===== src/rtl/nn_bus_master.sv =====
// NN bus master: accepts read/write commands, drives the NN bus strobe and
// fields with one-cycle latency, and collects pushed-out results in a FIFO.
module nn_bus_master #(
  parameter int ADDR_W    = 20,
  parameter int DATA_W    = 32,
  parameter int RES_DEPTH = 4
) (
  input  logic              clk,
  input  logic              reset,
  input  logic              cmd_valid,
  output logic              cmd_ready,
  input  logic              cmd_rw,
  input  logic [ADDR_W-1:0] cmd_addr,
  input  logic [DATA_W-1:0] cmd_data,
  output logic              RW,
  output logic              sel,
  output logic [ADDR_W-1:0] addr,
  output logic [DATA_W-1:0] din,
  input  logic [DATA_W-1:0] dout,
  input  logic              bus_stop,
  input  logic              pushout,
  output logic              res_valid,
  input  logic              res_ready,
  output logic [DATA_W-1:0] res_data,
  output logic              res_overflow,
  output logic              busy
);

  localparam int PW = $clog2(RES_DEPTH);
  localparam int CW = PW + 1;

  typedef enum logic {IDLE, DRIVE} state_t;

  state_t state_q, state_d;

  logic [DATA_W-1:0] mem [RES_DEPTH];
  logic [PW-1:0]     rd_ptr, wr_ptr;
  logic [CW-1:0]     res_count;
  logic              space_ok;
  logic              accept;
  logic              fifo_full;
  logic              pop, push;

  assign fifo_full = (res_count == CW'(RES_DEPTH));
  // Keep two free slots so results of the in-flight and next command fit.
  assign space_ok  = (CW'(RES_DEPTH) - res_count) >= CW'(2);
  // Reset gating keeps cmd_ready low while reset is held.
  assign cmd_ready = !reset && space_ok &&
                     ((state_q == IDLE) || ((state_q == DRIVE) && !bus_stop));
  assign accept    = cmd_valid && cmd_ready;

  assign res_valid = (res_count != '0);
  assign res_data  = mem[rd_ptr];
  assign pop       = res_ready && res_valid;
  assign push      = pushout && (!fifo_full || pop);
  assign busy      = (state_q == DRIVE) || res_valid;

  // State register.
  always_ff @(posedge clk) begin
    if (reset) state_q <= IDLE;
    else       state_q <= state_d;
  end

  // Next-state: a new command always (re)enters DRIVE; completion drops to IDLE.
  always_comb begin
    state_d = state_q;
    if (accept)
      state_d = DRIVE;
    else if ((state_q == DRIVE) && !bus_stop)
      state_d = IDLE;
  end

  // Registered NN bus outputs; fields hold across stalls and after completion.
  always_ff @(posedge clk) begin
    if (reset) begin
      sel  <= 1'b0;
      RW   <= 1'b0;
      addr <= '0;
      din  <= '0;
    end else if (accept) begin
      sel  <= 1'b1;
      RW   <= cmd_rw;
      addr <= cmd_addr;
      din  <= cmd_rw ? cmd_data : '0;
    end else if ((state_q == DRIVE) && !bus_stop) begin
      sel  <= 1'b0;
    end
  end

  // Result FIFO storage.
  always_ff @(posedge clk) begin
    if (!reset && push) mem[wr_ptr] <= dout;
  end

  // Result FIFO pointers, occupancy and sticky overflow flag.
  always_ff @(posedge clk) begin
    if (reset) begin
      rd_ptr       <= '0;
      wr_ptr       <= '0;
      res_count    <= '0;
      res_overflow <= 1'b0;
    end else begin
      if (push) wr_ptr <= wr_ptr + 1'b1;
      if (pop)  rd_ptr <= rd_ptr + 1'b1;
      case ({push, pop})
        2'b10:   res_count <= res_count + 1'b1;
        2'b01:   res_count <= res_count - 1'b1;
        default: res_count <= res_count;
      endcase
      if (pushout && fifo_full && !pop) res_overflow <= 1'b1;
    end
  end

endmodule


===== config.mk =====
export PLATFORM = sky130hd
export DESIGN_NAME = nn_bus_master
export DESIGN_NICKNAME = d
export VERILOG_FILES = /design/src/rtl/nn_bus_master.sv
export SDC_FILE = /design/constraint.sdc
export NUM_CORES = 1
export LEC_CHECK = 0
export ABC_AREA = 1
export CAP_MARGIN = 25
export CORE_MARGIN = 2
export CORE_UTILIZATION = 50
export CTS_CLUSTER_DIAMETER = 150
export DETAILED_ROUTE_END_ITERATION = 8
export GPL_ROUTABILITY_DRIVEN = 0
export MAX_ROUTING_LAYER = met4
export PLACE_DENSITY = 0.87
export SLEW_MARGIN = 30
export SYNTH_ARGS = -nofsm -noshare
export SYNTH_HDL_FRONTEND = slang
export SYNTH_SLANG_ARGS = --single-unit
export TNS_END_PERCENT = 1

===== constraint.sdc =====
create_clock -name clk -period 3.5 [get_ports clk]
set_input_delay 0.525 -clock clk [delete_from_list [all_inputs] [get_ports clk]]
set_output_delay 0.525 -clock clk [all_outputs]
set_load 0.1 [all_outputs]

# --- Word-level counts from Yosys, hierarchy flattened ---
# Memories as Yosys holds them, arrays and structs flattened. A register that Yosys moved wholly into a read port is not among the register bits.
# Index checks and enable logic that the tools add are counted.
word_totals:
  regBits: 62
  latch_bits: 0
  ram_bits: 128
  mem_bits_ro: 0
  inputBits: 91
  output_inout_bits: 90
  word_cells: 46
  mem_count: 1
op_classes:
  add_sub_neg: 5
  n_mul: 0
  div_mod_pow: 0
  n_lt_le_gt_ge: 1
  eq_ne: 3
  shifts: 0
  n_mux: 8
  bitwise: 1
  reduce_logical: 19
memory_table:
  columns: ["memory", "words", "word_bits", "rd", "rd_ports_with_merged_regs", "write_ports", "line_no", "text"]
  rows:
  - ["mem", 4, 32, 1, 1, 1, "36", "logic [DATA_W-1:0] mem [RES_DEPTH];"]
ops:
  columns: ["op", "n"]
  rows:
  - ["$mux W32", 1]
  - ["$logic_and A1 B1 Y1", 9]
  - ["$pmux W3 S2", 1]
  - ["$add A2 B1 Y2 const B", 2]
  - ["$logic_not A1 Y1", 4]
  - ["$mux W1", 4]
  - ["$mux W2", 2]
  - ["$reduce_bool A2 Y1", 2]
  - ["$add A3 B1 Y3 const B", 1]
  - ["$eq A3 B3 Y1 const B", 1]
  - ["$ge A3 B2 Y1 const B", 1]
  - ["$logic_or A1 B1 Y1", 3]
  - ["$reduce_bool A3 Y1", 1]
  - ["$sub A3 B1 Y3 const B", 1]
  - ["$sub A3 B3 Y3 const A", 1]
  - ["$eq A2 B1 Y1 const B", 1]
  - ["$eq A2 B2 Y1 const B", 1]
  - ["$not A1 Y1", 1]

# --- Logic depth before layout (Yosys ltp) ---
logic_depth:
  ltp_word: 7
  depth_mapped: 13
  depth_no_buf: 13

# --- Worst setup path before layout ---
# No wires, ideal clock.
synth_path:
  path_kind: "flip-flop to flip-flop"
  startpoint: "reg res_count[0]"
  endpoint: "mem mem[0][0] (enable)"
  setup_ns: 0.421
  arrival_time_ns: 3.253
  required_ns: 3.079
  slack_ns: -0.174
  stages_incl_launch_ff: 9
  path_buffers: 0
  path_cell_list: "dfxtp_1 > inv_1 > ha_1 > ha_1 > inv_1 > nand2_1 > nand2_1 > nand3_1 > nor2_1"
synth_via:
  elab_chain_len: 7
  elab_cells_between_ends: 9
  classes_between: "eq/ne: 1; mux: 2; reduce/logical: 6"
synth_rtl:
  columns: ["element", "line_no", "text"]
  rows:
  - ["start: declaration", "38", "logic [CW-1:0] res_count;"]
  - ["start signal: assignment", "106", "2'b10: res_count <= res_count + 1'b1;"]
  - ["start signal: assignment", "107", "2'b01: res_count <= res_count - 1'b1;"]
  - ["start signal: assignment", "108", "default: res_count <= res_count;"]
  - ["$reduce_bool A3 Y1", "52", "assign res_valid = (res_count != '0);"]
  - ["named net res_valid", "22", "output logic res_valid,"]
  - ["$logic_and A1 B1 Y1", "54", "assign pop = res_ready && res_valid;"]
  - ["$logic_or A1 B1 Y1", "55", "assign push = pushout && (!fifo_full || pop);"]
  - ["$logic_and A1 B1 Y1", "55", null]
  - ["$logic_and A1 B1 Y1", "92", "if (!reset && push) mem[wr_ptr] <= dout;"]
  - ["$mux W1", "92", null]
  - ["$mux W1 (implied by the code)", "92", null]
  - ["end: declaration", "36", null]
# The timed path passes the listed nets, and every way through them passes these cells.

==> results.py <==
metrics = {
    "layout": {
        "fin_nets": 1001,
        "postLayoutCellArea_sq_um": 10440,
        "syn2layout_area_growth_pct": 37.18,
        "n_antenna_cell": 0,
        "drive_above_1_share": 0.09649,
    },
    "timing": {
        "setup_viol": 0,
        "fmax_mhz": 352.3,
        "slew_violations": 0,
        "tightest_slew_ns": 1.014,
        "layout_setup_ws_ns": 0.6612,
        "final_hold_viol_count": 0,
        "finalCriticalPeriod_ns": 2.839,
        "grt_setup_unrepaired": "false",
        "skew_ns": 0.01187,
        "fin_crit_sh": 0.8111,
        "slew_headroom": 0.3216,
    },
    "grt": {
        "grt_pass1_wl_um": 27050,
        "grt_max_degree": 65,
        "grt_usage": 0.2218,
        "antenna_found_initial": 0,
        "grt_pass1_vias": 5587,
        "grt-ovfl-total": 0,
    },
    "setup_path": {
        "critPathCaptureType": "output pin",
        "path_buf_inv": 2,
        "reg2reg_from": "res_count[1]$_SDFFE_PP0P_",
        "cp_top_family": "flip-flops",
        "cp_slowest_cell": "dfxtp_2",
        "path_class": "register to output pin",
        "crit_chain": "buf_4 -> o21ai_0 -> o22ai_1 -> buf_12",
        "cp.required_ns": 2.97,
        "arrival_ns": 2.31,
        "worst_setup_path_start_kind": "register",
        "slowest_delay_ns": 0.72,
        "crit_fanout": 34,
    },
    "yosys": {
        "ys_ff_latch": 192,
        "synth_top_cell_by_area": "edfxtp_1",
        "synth_top_area_share": 0.5051,
        "synth_nets": 834,
        "syn_avg_cell_area_sq_um": 10.37,
        "synth_cell_types": 24,
        "ys_warn_count": 0,
        "syn_inst": 734,
        "ys_seq_area_frac": 0.6735,
        "synth_area_leaders": "edfxtp_1 51%, dfxtp_1 17%, nor2_1 5.7%",
        "netlist_area_sq_um": 7610,
    },
    "worst_hold_path": {
        "hold_start": "din[6]$_SDFFE_PP0P_",
        "min_path_type": "register to register",
    },
    "clock_network": {
        "cts_resized": 0,
        "hold_buffers": 0,
        "post-cts-setup-buffers": 0,
        "clk_latency_ns": 0.43,
        "cts_made_buffers": 17,
        "clockBufferDepth": 2,
        "cts-root-buf": "clkbuf_16",
        "tritoncts": "done",
        "numClockSinks": 192,
        "clkSlewWorstSetupHoldPaths_ns": 0.07,
        "htreeDepth": 4,
    },
    "die": {
        "die_width_um": 127.4,
        "core_sq_um": 15030,
        "rows": 45,
        "ioPinCount": 181,
        "start_util": 0.5062,
        "die_h_um": 127.4,
        "die_area_sq_um": 16220,
    },
    "power_and_ir_drop": {
        "p_sw_frac": 0.4020,
        "seqPwrFrac": 0.370,
        "leakage_nw": 4.031,
        "p_int_w": 0.004267,
        "pwr-share-clk": 0.239,
        "switching_power_w": 0.002869,
        "irDropWorstVdd_uv": 429.2,
        "cellPowerDensity_nw_per_um2": 683.5,
        "p_comb_frac": 0.391,
    },
    "flow_run": {
        "drv_cap": 0,
    },
    "placement": {
        "hpwl_um": 10750,
        "place_area_sq_um": 9926,
        "io_buffers": 180,
        "post-place-ws_ns": 0.9396,
    },
    "route": {
        "postRouteWirelength_um": 17050,
        "postRouteAntennaNets": 0,
        "drt_iter0_markers": 480,
        "post-route-drc-count": 0,
        "vias": 5856,
        "routedWlPerCell_um": 15.50,
        "routed_via_density": 5.324,
        "firstDrtPassIters": 5,
    },
    "run_status": {
        "outcome": "completed",
    },
}
[layout by cell type (no fill, tap or decap), drive strengths merged]
| cell type | Yosys | routed |
|---|---|---|
| a21oi | 40 | 40 |
| a31oi | 1 | 1 |
| and2 | 1 | 1 |
| buf | 17 | 52 |
| clkbuf | 30 | 19 |
| clkdlybuf4s50 | 0 | 143 |
| clkinv | 2 | 5 |
| clkinvlp | 0 | 5 |
| dfxtp | 64 | 64 |
| edfxtp | 128 | 128 |
| fa | 1 | 1 |
| ha | 8 | 8 |
| inv | 71 | 74 |
| nand2 | 113 | 113 |
| nand3 | 6 | 6 |
| nand4 | 34 | 34 |
| nor2 | 115 | 115 |
| o21ai | 69 | 69 |
| o22ai | 32 | 32 |
| or2 | 1 | 1 |
| xor2 | 1 | 1 |
[metrics by stage]
step                  util  power (W)  std cells  hold slack (ns)  setup TNS (ns)
finish              0.6944   0.007135       1100           0.4609               0
global route        0.6944   0.007392       1100           0.4823               0
CTS                 0.6947   0.007161       1100           0.4650               0
detailed placement  0.6603   0.005468       1070           0.4538               0
global placement    0.6606   0.005431       1070           0.4468               0
floorplan                -   0.004561        734           0.4435          -22.31
[layout make-up]
type | instances | area (sq um)
multi-input cells | 422 | 2043
inverters | 73 | 274.0
well taps | 188 | 235.2
clock buffers | 19 | 432.9
clock inverters | 11 | 85.08
flip-flops and latches | 192 | 5126
repair buffers | 195 | 2242
fillers | 1020 | 4594
[power by group through the flow]
stage / combinational [W] / clock (W) / sequential, W
floorplan: 0.00145 / 0 / 0.00311
global placement: 0.00275 / 0 / 0.00268
detailed placement: 0.00278 / 0 / 0.00268
CTS: 0.00279 / 0.00173 / 0.00264
global route: 0.00292 / 0.00182 / 0.00265
finish: 0.00279 / 0.00171 / 0.00264
[state kept, by name, summed over array words and instances, names as in the netlist, named ones only]
| name | flops |
|---|---|
| RW | 1 |
| sel | 1 |
| wr_ptr | 2 |
| res_count | 3 |
| addr | 20 |
| res_overflow | 1 |
| mem | 128 |
| rd_ptr | 2 |
| din | 32 |
[worst register-to-register path, cell delays in order (launching register included)]
cell     delay [ns]
dfxtp_1        0.38
inv_1          0.10
ha_1           0.21
ha_1           0.18
inv_1          0.11
nand2_1        0.15
nand2_1        0.11
nand3_1        0.32
nor2_4         0.18
buf_4          0.43
[worst paths after layout]
kind / to / depth (start not counted) / slack, ns
min reg2reg: din[6]$_SDFFE_PP0P_ / 2 / 0.46
max: res_data[0] / 4 / 0.66
max reg2reg: mem[0][8]$_DFFE_PP_ / 9 / 0.95
min: din[6]$_SDFFE_PP0P_ / 2 / 0.46
[routing by layer]
layer	part of all wire	wire, um	up-vias	global-route usage
met4	0.018	306	0	0.08597
li1	-	-	2816	-
met1	0.41	7036	2721	0.2751
met5	0	0	-	-
met2	0.49	8316	289	0.3492
met3	0.082	1395	30	0.06114
[cells by family after synthesis]
group,after synthesis,synth area share
AND/OR/NAND/NOR,270,0.1467
flip-flops,192,0.6735
AO/OA/AOI/OAI,142,0.1003
buffers and inverters,120,0.06265
adder cells (fa/ha/maj),9,0.01578
XOR/XNOR,1,0.001151
[synthesized netlist by cell type]
master    instances
and2_1            1
fa_1              1
buf_2            12
a21oi_1          39
nand3_1           5
buf_6             1
o22ai_1          32
nor2_1          115
clkbuf_1         30
nand4_1          34
or2_2             1
xor2_1            1
dfxtp_1          64
edfxtp_1        128
a21oi_4           1
clkinv_1          2
nand3_2           1
a31oi_1           1
buf_4             1
o21ai_0          69
nand2_1         113
buf_1             3
inv_1            71
ha_1              8
Note: power is estimated with default switching activity, not from simulation.
